--- config.mk ---
export PLATFORM = sky130hd
export DESIGN_NAME = mem_bus_arb
export DESIGN_NICKNAME = d
export VERILOG_FILES = /design/src/rtl/mem_bus_arb.sv
export SDC_FILE = /design/constraint.sdc
export NUM_CORES = 1
export LEC_CHECK = 0
export CORE_MARGIN = 2
export CORE_UTILIZATION = 39
export CTS_CLUSTER_SIZE = 20
export DETAILED_ROUTE_END_ITERATION = 6
export GPL_TIMING_DRIVEN = 0
export HOLD_SLACK_MARGIN = 0.12
export PLACE_DENSITY = 0.8
export SETUP_SLACK_MARGIN = 0.15
export SLEW_MARGIN = 20
export SYNTH_ARGS = -nofsm -noshare
export SYNTH_HDL_FRONTEND = slang
export SYNTH_SLANG_ARGS = --single-unit
--- constraint.sdc ---
create_clock -name clk -period 5.9 [get_ports clk]
set_input_delay 0.59 -clock clk [delete_from_list [all_inputs] [get_ports clk]]
set_output_delay 0.59 -clock clk [all_outputs]
set_load 0.03 [all_outputs]
--- src/rtl/mem_bus_arb.sv ---
// Two-requester (IF/MEM) arbiter for one shared single-port memory bus.
// Optional BUS_TIMEOUT_EN aborts a transfer after MAX_WAIT unacked cycles.
module mem_bus_arb #(
  parameter int ADDR_W   = 32,
  parameter int DATA_W   = 32,
  parameter int MAX_WAIT = 15
) (
  input  logic              clk,
  input  logic              rst,
  input  logic              i_if_req,
  input  logic [ADDR_W-1:0] i_if_addr,
  output logic [DATA_W-1:0] o_if_rdata,
  output logic              o_if_ack,
  input  logic              i_mem_req,
  input  logic              i_mem_we,
  input  logic [3:0]        i_mem_sel,
  input  logic [ADDR_W-1:0] i_mem_addr,
  input  logic [DATA_W-1:0] i_mem_wdata,
  output logic [DATA_W-1:0] o_mem_rdata,
  output logic              o_mem_ack,
  output logic              o_bus_req,
  output logic              o_bus_we,
  output logic [3:0]        o_bus_sel,
  output logic [ADDR_W-1:0] o_bus_addr,
  output logic [DATA_W-1:0] o_bus_wdata,
  input  logic [DATA_W-1:0] i_bus_rdata,
  input  logic              i_bus_ack,
  output logic              o_stall_if,
  output logic              o_stall_mem,
  output logic              o_bus_err
);

  typedef enum logic [1:0] {
    IDLE, BUSY_IF, BUSY_MEM, DONE
  } state_t;

  state_t            state_q, state_d;
  logic              last_mem_q, last_mem_d;
  logic              bus_req_q, bus_req_d;
  logic              bus_we_q, bus_we_d;
  logic [3:0]        bus_sel_q, bus_sel_d;
  logic [ADDR_W-1:0] bus_addr_q, bus_addr_d;
  logic [DATA_W-1:0] bus_wdata_q, bus_wdata_d;
  logic              if_ack_q, if_ack_d;
  logic              mem_ack_q, mem_ack_d;
  logic [DATA_W-1:0] if_rdata_q, if_rdata_d;
  logic [DATA_W-1:0] mem_rdata_q, mem_rdata_d;
  logic              grant_mem;
  logic              grant_if;
  logic              finish;

`ifdef BUS_TIMEOUT_EN
  localparam int CW = $clog2(MAX_WAIT + 1);
  logic [CW-1:0] cnt_q, cnt_d;
  logic          bus_err_q, bus_err_d;
  logic          expire;
`endif

  // MEM wins a tie unless it won the previous one
  assign grant_mem = i_mem_req & (~i_if_req | ~last_mem_q);
  assign grant_if  = i_if_req & ~grant_mem;

  always_comb begin
    state_d     = state_q;
    last_mem_d  = last_mem_q;
    bus_req_d   = bus_req_q;
    bus_we_d    = bus_we_q;
    bus_sel_d   = bus_sel_q;
    bus_addr_d  = bus_addr_q;
    bus_wdata_d = bus_wdata_q;
    if_ack_d    = 1'b0;
    mem_ack_d   = 1'b0;
    if_rdata_d  = '0;
    mem_rdata_d = '0;
    finish      = 1'b0;
`ifdef BUS_TIMEOUT_EN
    cnt_d       = cnt_q;
    bus_err_d   = 1'b0;
    expire      = 1'b0;
`endif
    case (state_q)
      IDLE: begin
        if (grant_mem) begin
          state_d     = BUSY_MEM;
          last_mem_d  = 1'b1;
          bus_req_d   = 1'b1;
          bus_we_d    = i_mem_we;
          bus_sel_d   = i_mem_sel;
          bus_addr_d  = i_mem_addr;
          bus_wdata_d = i_mem_wdata;
        end else if (grant_if) begin
          state_d     = BUSY_IF;
          last_mem_d  = 1'b0;
          bus_req_d   = 1'b1;
          bus_we_d    = 1'b0;
          bus_sel_d   = 4'hF;
          bus_addr_d  = i_if_addr;
          bus_wdata_d = '0;
        end
`ifdef BUS_TIMEOUT_EN
        cnt_d = '0;
`endif
      end
      BUSY_IF, BUSY_MEM: begin
        if (i_bus_ack) begin
          finish = 1'b1;
        end
`ifdef BUS_TIMEOUT_EN
        else if (cnt_q == CW'(MAX_WAIT - 1)) begin
          finish    = 1'b1;
          expire    = 1'b1;
          bus_err_d = 1'b1;
        end else begin
          cnt_d = cnt_q + CW'(1);
        end
`endif
        if (finish) begin
          state_d   = DONE;
          bus_req_d = 1'b0;
          if (state_q == BUSY_IF) begin
            if_ack_d   = 1'b1;
            if_rdata_d = i_bus_rdata;
          end else begin
            mem_ack_d   = 1'b1;
            mem_rdata_d = bus_we_q ? '0 : i_bus_rdata;
          end
`ifdef BUS_TIMEOUT_EN
          if (expire) begin
            if_rdata_d  = '0;
            mem_rdata_d = '0;
          end
`endif
        end
      end
      DONE: state_d = IDLE;
      default: state_d = IDLE;
    endcase
  end

  always_ff @(posedge clk or posedge rst) begin
    if (rst) begin
      state_q     <= IDLE;
      last_mem_q  <= 1'b0;
      bus_req_q   <= 1'b0;
      bus_we_q    <= 1'b0;
      bus_sel_q   <= '0;
      bus_addr_q  <= '0;
      bus_wdata_q <= '0;
      if_ack_q    <= 1'b0;
      mem_ack_q   <= 1'b0;
      if_rdata_q  <= '0;
      mem_rdata_q <= '0;
    end else begin
      state_q     <= state_d;
      last_mem_q  <= last_mem_d;
      bus_req_q   <= bus_req_d;
      bus_we_q    <= bus_we_d;
      bus_sel_q   <= bus_sel_d;
      bus_addr_q  <= bus_addr_d;
      bus_wdata_q <= bus_wdata_d;
      if_ack_q    <= if_ack_d;
      mem_ack_q   <= mem_ack_d;
      if_rdata_q  <= if_rdata_d;
      mem_rdata_q <= mem_rdata_d;
    end
  end

`ifdef BUS_TIMEOUT_EN
  always_ff @(posedge clk or posedge rst) begin
    if (rst) begin
      cnt_q     <= '0;
      bus_err_q <= 1'b0;
    end else begin
      cnt_q     <= cnt_d;
      bus_err_q <= bus_err_d;
    end
  end
  assign o_bus_err = bus_err_q;
`else
  assign o_bus_err = (MAX_WAIT < 0);
`endif

  assign o_bus_req   = bus_req_q;
  assign o_bus_we    = bus_we_q;
  assign o_bus_sel   = bus_sel_q;
  assign o_bus_addr  = bus_addr_q;
  assign o_bus_wdata = bus_wdata_q;
  assign o_if_ack    = if_ack_q;
  assign o_mem_ack   = mem_ack_q;
  assign o_if_rdata  = if_rdata_q;
  assign o_mem_rdata = mem_rdata_q;
  assign o_stall_if  = i_if_req & ~if_ack_q;
  assign o_stall_mem = i_mem_req & ~mem_ack_q;

endmodule

**After elaboration in Yosys (flattened, before gate mapping)**

Cells that the tools add are included.

- Register bits: 139
- Input bits: 138
- Output and inout port bits: 139
- Word-level logic and storage cells: 65

- Equality and inequality tests: 5
- Multiplexer cells: 32
- Bitwise operators: 10
- Reductions and logical operators: 7

Operator list:

| cell | count |
|---|---|
| 32-bit two-way mux | 11 |
| 1-bit two-way mux | 14 |
| 4-bit two-way mux | 2 |
| 2-bit two-way mux | 3 |
| 2-bit one-hot mux with 3 select lines | 1 |
| 1-bit inverter | 5 |
| 1-bit bitwise AND | 4 |
| 2-bit == test (second input constant) | 2 |
| 2-bit AND reduction | 2 |
| 2-bit nonzero test | 2 |
| 3-bit != test (second input constant) | 1 |
| 3-bit AND reduction | 1 |
| 2-bit by 1-bit == test with 1-bit output (second input constant) | 1 |
| 2-bit zero test | 1 |
| 2-bit != test (second input constant) | 1 |
| 1-bit one-hot mux with 2 select lines | 1 |
| 2-bit OR reduction | 1 |
| 1-bit bitwise OR | 1 |

**Logic depth before layout (Yosys ltp)**

- Depth in word-level cells: 8
- Depth in mapped cells: 8

**Worst setup path after synthesis**

OpenSTA, ideal clock, no wires.

- Path type: input -> output
- Start: in i_if_req
- End: out o_stall_if
- Data arrival time: 1.045 ns
- Data required time: 5.310 ns
- Slack: 4.265 ns
- Stages: 1
- Cells stage by stage: nor2b_1

- Cells in the longest elaborated chain, start to end: 1

RTL lines:

| what | line | text |
|---|---|---|
| from (decl) | 10 | `input logic i_if_req,` |
| 1-bit bitwise AND | 192 | `assign o_stall_if = i_if_req & ~if_ack_q;` |
| to (decl) | 28 | `output logic o_stall_if,` |

No other way between the ends.

**Worst setup path in the final report**

Same ends and word-level chain as after synthesis.

==> results.txt <==
core area: 12,720 um2
GRT Overall Usage: 23.14%
adder-cell share of the synthesized area: 0.7330%
crit path time final: 2.665 ns
unrepaired setup endpoints after global routing: no
clk root buf: clkbuf_16
largest family of logic cells by synthesized area: compound AO/OA/AOI/OAI gates
kind of critical path: primary input to output pin
post-synthesis cell count: 430
Post-Synth Simple-Gate Area: 13.85%
Fin Setup TNS: 0 ns
vias in the first global route: 4,776
Worst R2R Start: state_q[0]
Startpoint Class: primary input
area leader, netlist: dfrtp_1
post-synth top area share: 67.92%
final hold vios: 0
max-slew violation count: 0
Area contributors post-synth: dfrtp_1 68%, and2_1 8.1%, a21oi_1 6.5%
top sig layer: met4
worst flop-to-flop path endpoint: o_mem_rdata[21]
hold path cells: 1
post-cts gate resize count: 0
Die Footprint: 14,060 um2
setup violators final: 0
#FFs+latches synth: 139
crit-path max FO: 6
Post-synth ARST share: 100.0%
CTS tree: built
placer congestion estimate: 0.8353
fin crit share: 45.16%
Clock Skew: 0.005123 ns
Syn Area/Cell: 11.91 um2
Final Worst Setup Slack: 3.235 ns
routed wl met2: 8126 um
status: complete, no violations
clk buf depth: 2
share of post-route cells with drive strength above 1: 6.911%
post-synthesis compound-gate area fraction: 13.85%
met3 wire length: 1715 um
top_reg_cell synth: dfrtp_1
fin nets: 866
dpl ws: 3.248 ns
Rel. slew slack: 56.72%
DR vias/cell: 4.854
Worst Reg-to-Reg Cells: 6
Initial Util: 40.25%
Die Ht: 118.6 um
Die Span X: 118.6 um
WP data required: 5.31 ns
post-CTS setup buffer count: 0
H-Tree Level Count: 4
Crit. End Element: output pin
Top Ports: 277
Layout area overhead: 70.27%
M1 WL: 5691 um
initial DRC count: 217
Clk pin slew, worst setup/hold paths: 0.05 ns
Worst Tran Pin Value: 0.6443 ns
worst reg2reg setup slack: 3.81 ns
synth unique cells: 24
Num CTS Buffers: 17
initial antenna violation count: 0
max_cap viols: 0
Netlist Area Pre-Place: 5121 um2
post-DP HPWL: 12,060 um
clk_lat worst skew: 0.42 ns
antenna-violating nets left: 0
sequential area share after synthesis: 67.92%
number of synthesized flops with an enable pin: 0
CTS hold repair buffers: 0
multiplexer area fraction after synthesis: 0.6108%
Sink Count: 139
largest net degree at the start of global routing: 82
Fmax: 375.3 MHz
Hold/Removal Path Class: register to register
area share of xor/xnor cells in the synthesized design: 0%
Power per Cell Area: 537.7 nW/um2
Pleak: 3.873 nW
syn nets: 571
Inserted Diodes: 0
wire per inst: 17.46 um
final wirelength: 15,890 um
first-pass GRT wire length: 24,930 um
maximum vdd drop: 0.2810 mV
WP data arrival: 2.07 ns
DR vias: 4,417
HP Start: o_bus_wdata[26]
hold-critical path endpoint: o_bus_wdata[26]
yosys warns: 0
GRT overflow: 0
IO buf count: 275
drt drc: 0
# rows: 41
drt pass-1 iters: 4
stage by stage:
step	instance area (um2)	std cells	hold slack (ns)	util (%)	total power (W)
finish	8720	910	0.5038	68.54	0.004689
global route	8720	910	0.5233	68.54	0.004917
CTS	8720	910	0.5090	68.54	0.004732
detailed placement	8124	878	0.4908	63.86	0.003663
global placement	8089	877	0.4903	63.58	0.003595
floorplan	5121	430	0.5163	-	0.002680
synth_stat cells (2+ instances only):
| library cell | number |
|---|---|
| a21oi_1 | 66 |
| a22o_1 | 33 |
| and2_1 | 66 |
| buf_2 | 10 |
| buf_4 | 4 |
| clkbuf_1 | 14 |
| dfrtp_1 | 139 |
| ha_1 | 3 |
| inv_1 | 4 |
| mux2i_1 | 2 |
| nand2_1 | 36 |
| nor2_1 | 35 |
| nor2b_1 | 3 |
| o21a_1 | 2 |
| o22a_1 | 4 |
sequential cells by signal, indices dropped and copies added (netlist names):
name and flops:
o_bus_sel 4, o_bus_req 1, o_if_rdata 32, o_if_ack 1, o_mem_ack 1, o_bus_wdata 32, state_q 2, o_mem_rdata 32
o_bus_addr 32, last_mem_q 1, o_bus_we 1
logic make-up (layout without fill, tap and decap cells):
kind of cell	after synthesis	in the layout
AND/OR/NAND/NOR	142	142
buffers and inverters	33	341
flip-flops	139	139
multiplexers	3	3
AO/OA/AOI/OAI	109	109
adder cells (fa/ha/maj)	3	3
other	1	1
power by group:
group / switching (W) / internal [W] / leakage [nW]
combinational: 0.00125 / 0.000927 / 1.81
sequential: 0.000169 / 0.00129 / 1.78
clock: 0.000406 / 0.000645 / 0.278
total: 0.00183 / 0.00286 / 3.87
area by class of cell:
type	instances	area (um2)
fill	948	4003
tap	172	215.2
buffer	29	136.4
multi-input combinational	258	1491
clock inverter	13	142.6
timing repair buffer	276	2780
sequential	139	3478
clock buffer	19	452.9
inverter	4	22.52
cell usage in the layout, fill, tap and decap left out:
cell type,count
a21bo_2,1
a21boi_4,1
a21oi_1,66
a22o_1,33
and2_1,66
and3_1,1
buf_1,1
buf_16,1
buf_2,10
buf_4,4
bufinv_16,2
clkbuf_1,14
clkbuf_16,17
clkbuf_8,2
clkdlybuf4s50_1,275
clkinv_2,2
clkinv_4,2
clkinvlp_4,5
conb_1,1
dfrtp_1,139
ha_1,3
inv_1,3
inv_6,2
inv_8,1
mux2_2,1
mux2i_1,2
nand2_1,36
nor2_1,35
nor2b_1,3
nor3_1,1
o21a_1,2
o21ai_1,1
o22a_1,4
o22ai_1,1
worst max-delay path by stage:
stage          startpoint              to  slack (ns)  cells after the start
2_1_floorplan         rst      last_mem_q        1.59                      1
4_1_cts          i_if_req      o_stall_if        3.25                      3
3_3_place_gp          rst  o_bus_wdata[8]       -0.08                      2
3_5_place_dp     i_if_req      o_stall_if        3.25                      3
6_report         i_if_req      o_stall_if        3.24                      3
5_1_grt          i_if_req      o_stall_if        3.14                      3
worst max-delay path, cell delays in order:
cell             delay (ns)
clkdlybuf4s50_1        0.64
nor2b_1                0.17
clkdlybuf4s50_1        0.68
per-layer routing:
metal	GRT usage (%)	up-vias
li1	-	2027
met1	23.57	2156
met2	40.52	207
met3	12.16	27
met4	7.738	0
met5	0	-
Note: power is estimated with default switching activity, not from simulation.
